[config.mk]
export PLATFORM = sky130hd
export DESIGN_NAME = out_port_arbiter_s
export DESIGN_NICKNAME = d
export VERILOG_FILES = /design/src/rtl/out_port_arbiter_s.sv
export SDC_FILE = /design/constraint.sdc
export NUM_CORES = 2
export LEC_CHECK = 0
export ABC_AREA = 1
export CAP_MARGIN = 20
export CELL_PAD_IN_SITES_DETAIL_PLACEMENT = 0
export CELL_PAD_IN_SITES_GLOBAL_PLACEMENT = 1
export CORE_UTILIZATION = 30
export DETAILED_ROUTE_END_ITERATION = 10
export GPL_TIMING_DRIVEN = 0
export PLACE_DENSITY_LB_ADDON = 0.12
export SETUP_SLACK_MARGIN = 0.1
export SLEW_MARGIN = 10
export SYNTH_ARGS = -nofsm -noshare
export SYNTH_HDL_FRONTEND = slang
export SYNTH_SLANG_ARGS = --single-unit
[constraint.sdc]
create_clock -name clk -period 12 [get_ports clk]
set_input_delay 2.4 -clock clk [delete_from_list [all_inputs] [get_ports clk]]
set_output_delay 2.4 -clock clk [all_outputs]
set_load 0.03 [all_outputs]
[src/rtl/out_port_arbiter_s.sv]
// South output-port arbiter: accepts up to four packets per cycle (N, E, W, PE order)
// into a multi-write FIFO and drains one packet per cycle toward the downstream router.
module out_port_arbiter_s #(
    parameter int DEPTH = 8,
    parameter int PW    = 64
) (
    input  logic          clk,
    input  logic          reset,
    input  logic          N_req,
    input  logic [PW-1:0] N_packet,
    input  logic          E_req,
    input  logic [PW-1:0] E_packet,
    input  logic          W_req,
    input  logic [PW-1:0] W_packet,
    input  logic          PE_req,
    input  logic [PW-1:0] PE_packet,
    output logic          full_N,
    output logic          full_E,
    output logic          full_W,
    output logic          full_PE,
    output logic [PW-1:0] out_packet,
    output logic          out_wr,
    input  logic          down_full,
    output logic          err_overflow
);

    localparam int AW = $clog2(DEPTH);
    localparam int CW = $clog2(DEPTH + 1);

    logic [PW-1:0] r_mem [DEPTH];
    logic [AW-1:0] r_rd_ptr;
    logic [AW-1:0] r_wr_ptr;
    logic [CW-1:0] r_count;
    logic          r_full;
    logic          r_err;

    logic [3:0]    w_req;
    logic [3:0]    w_acc;
    logic [PW-1:0] w_pkt  [4];
    logic [2:0]    w_off  [4];
    logic [AW-1:0] w_slot [4];
    logic [2:0]    w_nw;
    logic          w_rd;
    logic [CW-1:0] w_count_next;
    logic          w_full_next;

    // Lane 0 is North, lane 3 is PE; lower lanes take lower slots and leave first.
    assign w_req    = {PE_req, W_req, E_req, N_req};
    assign w_pkt[0] = N_packet;
    assign w_pkt[1] = E_packet;
    assign w_pkt[2] = W_packet;
    assign w_pkt[3] = PE_packet;

    generate
        for (genvar gi = 0; gi < 4; gi++) begin : g_lane
            assign w_acc[gi]  = w_req[gi] & ~r_full;
            assign w_slot[gi] = r_wr_ptr + AW'(w_off[gi]);
        end
    endgenerate

    // Each lane's slot offset is the number of accepted lanes ahead of it.
    always_comb begin
        w_nw = 3'd0;
        for (int i = 0; i < 4; i++) begin
            w_off[i] = w_nw;
            w_nw     = w_nw + {2'b00, w_acc[i]};
        end
    end

    assign w_rd         = (r_count != '0) && !down_full;
    assign w_count_next = r_count + CW'(w_nw) - CW'(w_rd);
    // Full leaves headroom for four simultaneous writes in any cycle it is low.
    assign w_full_next  = (w_count_next > CW'(DEPTH - 4));

    always_ff @(posedge clk) begin
        for (int i = 0; i < 4; i++) begin
            if (w_acc[i]) begin
                r_mem[w_slot[i]] <= w_pkt[i];
            end
        end
    end

    always_ff @(posedge clk) begin
        if (!reset) begin
            r_rd_ptr <= '0;
            r_wr_ptr <= '0;
            r_count  <= '0;
            r_full   <= 1'b0;
            r_err    <= 1'b0;
        end else begin
            r_wr_ptr <= r_wr_ptr + AW'(w_nw);
            if (w_rd) begin
                r_rd_ptr <= r_rd_ptr + AW'(1);
            end
            r_count <= w_count_next;
            r_full  <= w_full_next;
            if ((w_req & {4{r_full}}) != 4'b0000) begin
                r_err <= 1'b1;
            end
        end
    end

    assign full_N       = r_full;
    assign full_E       = r_full;
    assign full_W       = r_full;
    assign full_PE      = r_full;
    assign out_packet   = r_mem[r_rd_ptr];
    assign out_wr       = w_rd;
    assign err_overflow = r_err;

endmodule

=== Yosys cells after proc, flatten, opt, wreduce, memory -nomap -nowiden ===
Memories as Yosys holds them, arrays and structs flattened. A register that Yosys moved wholly into a read port is not among the register bits.
Index checks and enable logic that the tools add are counted.

* Bits in registers: 12
* RAM bits: 512
* Bits of input ports: 263
* Output and inout bits: 70
* Logic and storage cells: 37
* Memories: 1

{| class="wikitable"
|+ Memory list
! name !! words !! width !! read ports !! clocked after memory_dff !! wr ports !! RTL line !! RTL
|-
| r_mem || 8 || 64 || 1 || 1 || 4 || 30 || <nowiki>logic [PW-1:0] r_mem [DEPTH];</nowiki>
|}

* $add $sub $neg: 10
* $lt $le $gt $ge: 1
* Multiplexer cells: 10
* Bitwise operators: 6
* Reduce and logical (&&, ||, !) cells: 4

{| class="wikitable"
|+ Operators with widths
! kind !! count
|-
| 3-bit adder || 3
|-
| 1-bit 2-to-1 mux || 8
|-
| 4-bit nonzero test || 2
|-
| 3-bit by 1-bit adder with 3-bit output || 2
|-
| 3-bit 2-to-1 mux || 2
|-
| 4-bit by 3-bit adder with 4-bit output || 1
|-
| 1-bit bitwise AND || 4
|-
| 4-bit bitwise AND || 1
|-
| 4-bit by 3-bit > comparator with 1-bit output, second input constant || 1
|-
| 4-bit by 1-bit subtractor with 4-bit output || 1
|-
| 2-bit by 1-bit adder with 3-bit output || 1
|-
| 3-bit by 1-bit adder with 3-bit output, second input constant || 1
|-
| 1-bit by 1-bit adder with 2-bit output || 1
|-
| 1-bit logical AND || 1
|-
| 1-bit zero test || 1
|-
| 1-bit NOT || 1
|}

=== Depth between registers and ports, before layout ===
* Word-level depth: 8
* Depth in mapped cells: 18
* Mapped depth without buffers: 16

=== Least setup slack after synthesis ===
OpenSTA, ideal clock, no wires.

* Path type: in2reg
* Start: input port N_req
* End: memory r_mem[7][0] (enable)
* Library setup time: 1.031 ns
* Arrival: 6.270 ns
* Required time: 10.969 ns
* Slack: 4.699 ns
* Cell stages on the path: 12
* Buffers on the path: 2
* Cells stage by stage: nand2_1 > nor2_1 > nor2_1 > ha_1 > ha_1 > fa_1 > nand3_1 > nand2_1 > nand3_1 > buf_2 > buf_2 > o2111ai_1

{| class="wikitable"
|+ RTL lines
! item !! RTL line !! RTL
|-
| start, declared || 9 || <nowiki>input logic N_req,</nowiki>
|-
| end, declared || 30 ||
|}

==> results.txt <==
* Final routed wirelength across all metal layers: ~240000 um
- In this run the tightest slew margin relative to its limit is 27.4%.
- Detailed routing inserted a total of 47800 vias.
- Routed length per instance: 26.7 um
- Buffers inserted to repair hold after CTS numbered 0.
- Width of the chip: 376 um
- Sequential share of the synthesized area: 37.4%
- Number of remaining DRC errors: 0
- Achievable Freq: 0.128 GHz
- STA classifies the critical path startpoint as a flop.
* Clock skew: 0.0285 ns
- STA classifies the critical path endpoint as an output port.
- Number of optimization iterations in the first detailed-route pass: 7
- The number of nets in the synthesized netlist is 6956.
- Via count of the first global-routing pass: approximately 44000
- Post-DR vias/cell: 5.37
* Proportion of power drawn by flip-flops and latches: 25.7%
- Clock-pin slew was measured on the worst setup and hold paths at ~0.060 ns.
* Root buf cell: sky130_fd_sc_hd__clkbuf_16
- The clock network burns around 17% of the power.
- The worst path needs 7.79 ns of the cycle, external delays included.
- WP data required: ~9.6 ns
- 1st-iter DRT viols: 6013
- Count of final max-slew check failures: 0
- The die covers 0.141 mm^2.
- Area of the core: 0.138 mm^2
- Post-CTS Setup Repair Bufs: 0
- TritonCTS built the clock tree.
- Post-placement setup slack: 4.91 ns
* Post-synthesis instance area: between 0.04 and 0.05 mm^2
- The worst path uses 64.9% of the clock period.
* Summed negative setup slack over all endpoints: 0 ns
- The kind of cell with the highest combined delay along the critical path is buffers and inverters.
- Max-cap violation count: 0
- In this run switching power makes up 51.2% of total power.
* Global-route wire length before repair: 330000 um
- Number of primary I/O pins: 333
* Max VDD drop: 0.239 mV
- The wire-length estimate of the detail-placed layout is around 170000 um.
* Slowest stage delay, CP: 0.81 ns
- Crit path max fanout: 10
- Setup slack on the critical path of the routed design comes to 4.21 ns.
- Synthesis inferred 527 register bits.
* Number of H-tree branching levels: 3
* GRT Resource Usage Total: roughly a third
* Largest net degree at the start of global routing: 36
* Maximum clock insertion buffer count: 3
* Commonest cells after routing, fill and taps aside: 3045 x sky130_fd_sc_hd__nand2_1, 787 x sky130_fd_sc_hd__nand3_1, 512 x sky130_fd_sc_hd__edfxtp_1
* Pleak: about 23 nW
- Reported net switching power: between 6 and 7 mW
* PostCTS Resize Cnt: 0
* Leading cell type in the layout, fill and taps excluded: sky130_fd_sc_hd__nand2_1
* # rows: 136
- The worst setup path is of the flop to output port kind.
* Power Total: 12.8 mW
- Clock latency on the worst-skew pair: 0.70 ns
- Starting density of the core: 30.4%
* Total congestion overflow: 0
- By instance count, the cell type seen most on the critical path is sky130_fd_sc_hd__buf_2.
- The synthesized netlist contains 28 unique library cells.
- Number of standard cells after synthesis: 6674
- RSZ-0062 raised after global routing: false
* Mean post-synth cell area: 6.28 um^2
* Synthesis Warnings: 0
- The number of clock buffers added by TritonCTS is 71.
- Pwr Density: between 200 and 300 mW/mm^2
- The clock net in this run drives a total of 527 sinks.
- Fin. Hold Viols: 0
- Post-layout net count: between 7000 and 8000
* Total buffers and inverters traversed by the critical path: 5
- Routability-driven placement congestion ratio: 0.949
- Traced cell by cell, the critical path runs through inv_1 -> buf_2 -> buf_2 -> clkbuf_1 -> o21ai_0 -> a31oi_1 -> clkdlybuf4s50_1.
* Cell with the largest stage delay on the worst path: sky130_fd_sc_hd__clkdlybuf4s50_1
* Class of the worst hold path: flop to flop
- Share of layout cells above drive strength 1: 8.59%
- Count of buffers from port buffering: 203
* Height of the die: 376 um
- Layout Area Growth over Synthesis: 17.2%
- Setup violations remaining at the end of the flow were counted as 0.
* Number of routed nets with antenna violations: 0
* Worst Path Arrival: 5.39 ns
- Cell internal power dissipation: roughly 6.2 mW
- Number of antenna violations at the first check in global routing: 37
- At the pin with the least slew margin, the transition time is 1.09 ns.
- The flow ran to the end, and the final reports show no timing, DRC or antenna violations.
- In this run, the combinational gates consume between 50% and 60% of the power.
-- routing by layer --
layer,share of wire [%],up-vias,global-route usage [%]
met1,41,22600,42.4
met4,5.0,36,15.0
met3,11,544,8.27
li1,-,22000,-
met5,0.094,-,0
met2,44,2618,50.9
-- cells in the mapped netlist --
cell type / number / area, um^2
sky130_fd_sc_hd__nand3_2: 1 / 10.0
sky130_fd_sc_hd__buf_6: 2 / 22.5
sky130_fd_sc_hd__clkbuf_2: 2 / 10.0
sky130_fd_sc_hd__clkbuf_1: 165 / 619
sky130_fd_sc_hd__xnor2_1: 3 / 26.3
sky130_fd_sc_hd__o2111ai_1: 1 / 8.76
sky130_fd_sc_hd__buf_2: 316 / 1580
sky130_fd_sc_hd__o21ai_1: 82 / 410
sky130_fd_sc_hd__nand3_4: 1 / 17.5
sky130_fd_sc_hd__inv_2: 89 / 334
sky130_fd_sc_hd__ha_1: 14 / 175
sky130_fd_sc_hd__xor2_1: 2 / 17.5
sky130_fd_sc_hd__nor2_2: 8 / 50.1
sky130_fd_sc_hd__or2_2: 1 / 6.26
sky130_fd_sc_hd__nor2_1: 341 / 1280
sky130_fd_sc_hd__buf_1: 102 / 383
sky130_fd_sc_hd__dfxtp_1: 15 / 300
sky130_fd_sc_hd__nand2_2: 3 / 18.8
sky130_fd_sc_hd__nand4_1: 192 / 1200
sky130_fd_sc_hd__inv_1: 421 / 1580
sky130_fd_sc_hd__buf_4: 44 / 330
sky130_fd_sc_hd__o21ai_0: 372 / 1860
sky130_fd_sc_hd__edfxtp_1: 512 / 15400
sky130_fd_sc_hd__fa_1: 5 / 100
sky130_fd_sc_hd__a31oi_1: 65 / 407
sky130_fd_sc_hd__nand2_1: 3045 / 11400
sky130_fd_sc_hd__a21oi_1: 76 / 380
sky130_fd_sc_hd__nand3_1: 794 / 3970
-- worst min-delay path, cell delays in order (launching register included) --
cell and delay (ns):
sky130_fd_sc_hd__dfxtp_1 0.31, sky130_fd_sc_hd__inv_1 0.05, sky130_fd_sc_hd__a21oi_1 0.07
-- kinds of logic (layout without fill, tap and decap cells) --
group	count (synthesis)	in the layout	share of synthesized area, %
simple gates	4386	4386	42.9
buf+inv	1141	1490	11.6
compound gates	596	596	7.32
flops	527	527	37.4
fa+ha+maj	19	19	0.657
xor+xnor	5	5	0.105
other cells	0	14	0
-- power by group through the flow --
| stage | combinational (mW) | clock (mW) | sequential (mW) |
|---|---|---|---|
| 5_1_grt | 7.73 | 2.28 | 3.33 |
| 2_1_floorplan | 3.96 | 0 | 3.34 |
| 6_report | 7.28 | 2.21 | 3.28 |
| 4_1_cts | 7.11 | 2.22 | 3.28 |
| 3_5_place_dp | 7.09 | 0 | 3.31 |
| 3_3_place_gp | 6.87 | 0 | 3.49 |
-- path summary, 6_finish.rpt --
| check | startpoint | end | slack, ns | cells past startpoint |
|---|---|---|---|---|
| worst max register to register | full_E | r_mem[6][33] | 7.37 | 14 |
| worst min register to register | r_rd_ptr[2] | flop | 0.47 | 2 |
| worst min-delay path | r_rd_ptr[2] | flop | 0.47 | 2 |
| worst max-delay path | flop | out_packet[0] | 4.21 | 7 |
-- per-stage QoR --
stage / hold WS, ns / std cells / area (um^2) / utilization (%)
after floorplan: 0.433 / 6674 / 41900 / -
after global placement: 0.466 / 8740 / 46300 / 33.5
after detailed placement: 0.468 / 8757 / 46800 / 33.9
after CTS: 0.475 / 8886 / 49100 / 35.6
after global routing: 0.493 / 8889 / 49100 / 35.6
final: 0.465 / 8900 / 49100 / 35.6
-- registers in the layout, summed over array words and instances (netlist names), named ones only --
signal / count
r_wr_ptr: 3
r_count: 4
full_E: 1
err_overflow: 1
r_mem: 512
r_rd_ptr: 3
-- layout make-up --
class                      instances  area (um^2)
fill                           15100        88900
multi-input combinational       5006        21500
sequential                       527        15700
buffer                           631         2950
timing repair buffer             220         2420
tap                             1863         2330
clock buffer                      87         1940
inverter                         510         1910
clock inverter                    42          389
antenna                           14         35.0
Power figures use the tool's default switching activity.
